**src/rtl/pool_window_gen.sv**
```systemverilog
// pool_window_gen: streaming 3x3 window generator over a raster-order
// int8 feature map, emitting one window per STRIDE step in each direction.
//
// Ports:
//   clk                        rising-edge clock
//   rst                        synchronous active-high reset
//   pix_valid, pix_in[7:0]     incoming pixel, raster order
//   data_out0..data_out8[7:0]  window, row-major, data_out0 top-left
//   valid_out                  one-cycle pulse when a window is presented
//   frame_done                 one-cycle pulse after the last pixel of a
//                              frame (only with POOL_WINDOW_GEN_FRAME_DONE_EN)
//
// Build option: define POOL_WINDOW_GEN_FRAME_DONE_EN to add frame_done.
module pool_window_gen #(
  parameter int IMG_W  = 28,
  parameter int IMG_H  = 28,
  parameter int STRIDE = 3
) (
  input  logic       clk,
  input  logic       rst,
  input  logic       pix_valid,
  input  logic [7:0] pix_in,
  output logic [7:0] data_out0,
  output logic [7:0] data_out1,
  output logic [7:0] data_out2,
  output logic [7:0] data_out3,
  output logic [7:0] data_out4,
  output logic [7:0] data_out5,
  output logic [7:0] data_out6,
  output logic [7:0] data_out7,
  output logic [7:0] data_out8,
  output logic       valid_out
`ifdef POOL_WINDOW_GEN_FRAME_DONE_EN
  ,
  output logic       frame_done
`endif
);

  localparam int CW = $clog2(IMG_W);
  localparam int RW = $clog2(IMG_H);
  localparam logic [CW-1:0] COL_LAST = CW'(IMG_W - 1);
  localparam logic [RW-1:0] ROW_LAST = RW'(IMG_H - 1);
  localparam logic [CW-1:0] COL_TWO  = CW'(2);
  localparam logic [RW-1:0] ROW_TWO  = RW'(2);
  localparam logic [1:0]    PH_LAST  = 2'(STRIDE - 1);

  logic [CW-1:0] col;
  logic [RW-1:0] row;
  logic [1:0]    col_ph;
  logic [1:0]    row_ph;

  logic [7:0] lb1 [IMG_W];
  logic [7:0] lb2 [IMG_W];
  logic [7:0] rd1;
  logic [7:0] rd2;

  logic [7:0] hist [6];
  logic [7:0] nw   [9];
  logic [7:0] dout [9];

  logic accept;
  logic col_end;
  logic row_end;
  logic hit;

  assign accept  = pix_valid & ~rst;
  assign col_end = (col == COL_LAST);
  assign row_end = (row == ROW_LAST);

  // Phase counters sit at 0 for positions 0..2 and then count mod STRIDE,
  // so phase 0 at position >= 2 means (pos-2) is a multiple of STRIDE.
  assign hit = (col >= COL_TWO) && (row >= ROW_TWO) &&
               (col_ph == 2'd0) && (row_ph == 2'd0);

  // lb1 holds row r-1, lb2 holds row r-2, both indexed by column.
  assign rd1 = lb1[col];
  assign rd2 = lb2[col];

  // Window after this pixel shifts in: two history columns plus the new
  // right-hand column taken from the line buffers and the live pixel.
  always_comb begin
    nw[0] = hist[0];
    nw[1] = hist[1];
    nw[2] = rd2;
    nw[3] = hist[2];
    nw[4] = hist[3];
    nw[5] = rd1;
    nw[6] = hist[4];
    nw[7] = hist[5];
    nw[8] = pix_in;
  end

  always_ff @(posedge clk) begin
    if (rst) begin
      col    <= '0;
      row    <= '0;
      col_ph <= '0;
      row_ph <= '0;
    end else if (accept) begin
      if (col_end) begin
        col    <= '0;
        col_ph <= '0;
        if (row_end) begin
          row    <= '0;
          row_ph <= '0;
        end else begin
          row    <= row + 1'b1;
          row_ph <= (row < ROW_TWO || row_ph == PH_LAST) ?
                    2'd0 : row_ph + 2'd1;
        end
      end else begin
        col    <= col + 1'b1;
        col_ph <= (col < COL_TWO || col_ph == PH_LAST) ?
                  2'd0 : col_ph + 2'd1;
      end
    end
  end

  // Line buffers need no reset: a window is only emitted once both rows
  // above it and its two left columns were written in the current frame.
  always_ff @(posedge clk) begin
    if (accept) begin
      lb1[col] <= pix_in;
      lb2[col] <= rd1;
    end
  end

  always_ff @(posedge clk) begin
    if (rst) begin
      valid_out <= 1'b0;
      for (int i = 0; i < 6; i++) hist[i] <= '0;
      for (int i = 0; i < 9; i++) dout[i] <= '0;
    end else begin
      valid_out <= accept & hit;
      if (accept) begin
        hist[0] <= nw[1];
        hist[1] <= nw[2];
        hist[2] <= nw[4];
        hist[3] <= nw[5];
        hist[4] <= nw[7];
        hist[5] <= nw[8];
        if (hit) begin
          for (int i = 0; i < 9; i++) dout[i] <= nw[i];
        end
      end
    end
  end

`ifdef POOL_WINDOW_GEN_FRAME_DONE_EN
  always_ff @(posedge clk) begin
    if (rst) frame_done <= 1'b0;
    else     frame_done <= accept & col_end & row_end;
  end
`endif

  assign data_out0 = dout[0];
  assign data_out1 = dout[1];
  assign data_out2 = dout[2];
  assign data_out3 = dout[3];
  assign data_out4 = dout[4];
  assign data_out5 = dout[5];
  assign data_out6 = dout[6];
  assign data_out7 = dout[7];
  assign data_out8 = dout[8];

endmodule

```
**config.mk**
```make
export PLATFORM = sky130hd
export DESIGN_NAME = pool_window_gen
export DESIGN_NICKNAME = d
export VERILOG_FILES = /design/src/rtl/pool_window_gen.sv
export SDC_FILE = /design/constraint.sdc
export NUM_CORES = 1
export LEC_CHECK = 0
export CORE_MARGIN = 2
export CORE_UTILIZATION = 65
export DETAILED_ROUTE_END_ITERATION = 10
export GPL_TIMING_DRIVEN = 0
export HOLD_SLACK_MARGIN = 0.05
export PLACE_DENSITY_LB_ADDON = 0.3
export SLEW_MARGIN = 20
export SYNTH_ARGS = -nofsm -noshare
export SYNTH_HDL_FRONTEND = slang
export SYNTH_SLANG_ARGS = --single-unit
```
**constraint.sdc**
```tcl
create_clock -name clk -period 9.5 [get_ports clk]
set_input_delay 0.95 -clock clk [delete_from_list [all_inputs] [get_ports clk]]
set_output_delay 0.95 -clock clk [all_outputs]
set_load 0.01 [all_outputs]
```
==> results.yml <==
yosys:
  yosys_most_used_dff: "edfxtp_1"
  synth_cells: 1298
  synth_edf_count: 568
  syn_area_sq_um: 22900
  syn_nets: 1319
  ys_types: 40
  synth_top_area_share: 0.746
  synthMuxAreaShare: 0.106
  synthArstFlopShare: 0
  yosysWarnings: 0
  synth_seq_area_share: 0.763
  synthAdderAreaFrac: 0.00547
  synthXorXnorAreaFrac: 0.000383
  yosysTopAreaCell: "edfxtp_1"
  synth_simple_gate_area_frac: 0.0626
  synth_top_family_by_area: "multiplexers"
  synth_compound_area_frac: 0.0430
  ys_ff_latch: 588
  synth_area_leaders: "edfxtp_1 (75%), mux2i_1 (7.5%), mux4_2 (3.0%)"
  syn_area_per_cell_sq_um: 17.6
pwr:
  p_int_mw: 4.19
  powerDensity_nw_per_um2: 200
  p_comb_frac: 0.055
  p_sw_mw: 1.09
  peakVddDrop_mv: 0.190
  switching_share: 0.207
  p_leak_nw: 8.70
  seq_power_share: 0.552
  clkPwrFrac: 0.393
cells_and_area:
  fin_util: 0.764
  final_nets: 1496
  diodes: 0
  final_cell_mix: "edfxtp_1 (568), mux2i_1 (171), and2_1 (89), clkdlybuf4s50_1 (74), a22oi_1 (64)"
  area_growth_syn_to_layout_pct: 15.7
  drive_gt1_frac: 0.162
  final_common_cell: "edfxtp_1"
  stdcell_area_sq_um: 26500
clocking:
  htreeDepth: 2
  clk_latency_ns: 0.59
  cts_root_buf: "clkbuf_16"
  clockBufferDepth: 3
  cts_setup_buffers: 0
  cts_resized: 0
  cts_tree: "done"
  cts.sinks: 588
  cts-buffers-inserted: 55
  cts_hold_buf: 0
  cts.clk_slew.worst_paths_ns: 0.06
placement:
  finalWeightedCongestion: 0.835
  place_ws_ns: 5.79
  io_buffers: 82
  dpl.hpwl_mm: 33.0
  dpl_cell_area_sq_um: 24800
min_path:
  hp-start: "row_ph[0]"
  hp-class: "reg -> reg"
sta:
  worst_pin_slew_ns: 1.04
  worst_slack_ns: 6.17
  period_needed_ns: 3.33
  timing.final.crit_share: 0.350
  rsz0062_at_grt: "false"
  fin_skew_ns: 0.0218
  hold_slack_ns: 0.477
  slew_headroom: 0.308
  max_freq_mhz: 301
  hold_viol: 0
  slew_viol_final: 0
  final.setup.tns_ns: 0
  setup_viol: 0
routing:
  route.met3.wl_mm: 4.23
  drtIter0Drc: 1264
  drt-pass1-iter-count: 5
  wirelength_mm: 51.0
  drc: 0
  via_count: 12262
  viasPerCell: 6.22
  wl_met1_mm: 18.3
  antenna_left: 0
  wl_met2_mm: 26.5
  routed.top_layer: "met5"
  routedWlPerCell_microns: 25.8
floorplan:
  fp.dieW_microns: 192
  die_h_microns: 192
  core_sq_um: 34600
  initial_core_util: 0.661
  io_pins: 84
  std_cell_rows: 68
  dieArea_sq_um: 36700
grt:
  track_usage: 0.286
  first_global_vias: 12438
  antenna_found_initial: 1
  grt_max_degree: 43
  grt-ovfl-total: 0
  grt_pass1_wl_mm: 75.4
worst_setup_path:
  cp.arrival_ns: 3.59
  crit_fanout: 28
  slowest_delay_ns: 0.69
  start_kind: "register"
  crit_type: "reg -> reg"
  required_ns: 9.76
  path_cells: "buf_2 -> clkbuf_1 -> mux4_2 -> mux2i_1 -> o211ai_1 -> nand3_1 -> inv_1"
  end_kind: "register"
  rrSetupSlack_ns: 6.17
  crit_slowest_cell: "inv_1"
run_status:
  status: "finished clean"
job:
  maxCapViolCount: 0
[sequential cells by signal (all words and copies together) (netlist names), named ones only]
name and count:
col 5, row_ph 2, row 5, lb2 224, lb1 224, col_ph 2
hist 48, dout 72, valid_out 1
[layout make-up]
type	instances	area, sq um
inverter	16	60.1
sequential	588	17500
clock inverter	22	160
clock buffer	77	1540
fill	1790	8160
multi-input combinational	625	5050
buffer	69	389
tap	455	569
timing repair buffer	120	1240
[power by group through the flow]
stage / clock (mW) / combinational (mW) / sequential [mW]
3_3_place_gp: 0 / 0.267 / 2.97
3_5_place_dp: 0 / 0.286 / 2.97
4_1_cts: 2.09 / 0.290 / 2.92
6_report: 2.08 / 0.291 / 2.92
2_1_floorplan: 0 / 0.146 / 2.98
5_1_grt: 2.19 / 0.307 / 2.92
[worst max-delay path, delay by kind of cell (launching register included)]
kind                   cells  cell delay [ns]
buffers and inverters      3             1.48
multiplexers               2             0.44
flip-flops                 1             0.43
AND/OR/NAND/NOR            1             0.34
AO/OA/AOI/OAI              1             0.30
[final timing paths]
check / endpoint / cells past startpoint
worst max-delay path: lb2[7][5] / 7
worst min-delay path: row_ph[0] / 2
worst max register to register: lb2[7][5] / 7
worst min register to register: row_ph[0] / 2
[kinds of logic after synthesis]
kind of cell,Yosys count
fa+ha+maj,10
xor+xnor,1
simple gates,264
buf+inv,85
compound gates,146
flops,588
mux,204
[synth_stat cells, types with 3 or more instances]
cell type and n:
nand2b_1 5, nor2_1 53, and2_4 20, nand2_1 40, and2_1 89, clkbuf_1 25
buf_2 19, ha_1 10, nor3_1 7, inv_1 15, o211ai_1 14, mux2i_1 171
nand3b_1 3, a21oi_1 39, buf_1 3, dfxtp_1 20, buf_6 7, mux2_2 3
o21ai_0 13, nand3_1 31, buf_4 14, a22oi_1 64, a21o_1 10, nor2b_1 8
edfxtp_1 568, mux4_2 30
[metal layers]
layer  up-vias  track usage
li1       5365            -
met3       120       0.0435
met1      6137        0.367
met2       638        0.496
met4         2        0.108
met5         -            0
[per-stage QoR]
stage	cells	total power, mW
2_1_floorplan	1298	3.12
3_3_place_gp	1835	3.24
3_5_place_dp	1873	3.26
4_1_cts	1972	5.29
5_1_grt	1972	5.41
6_report	1972	5.28
No activity file was read; power rests on OpenSTA's default activity.
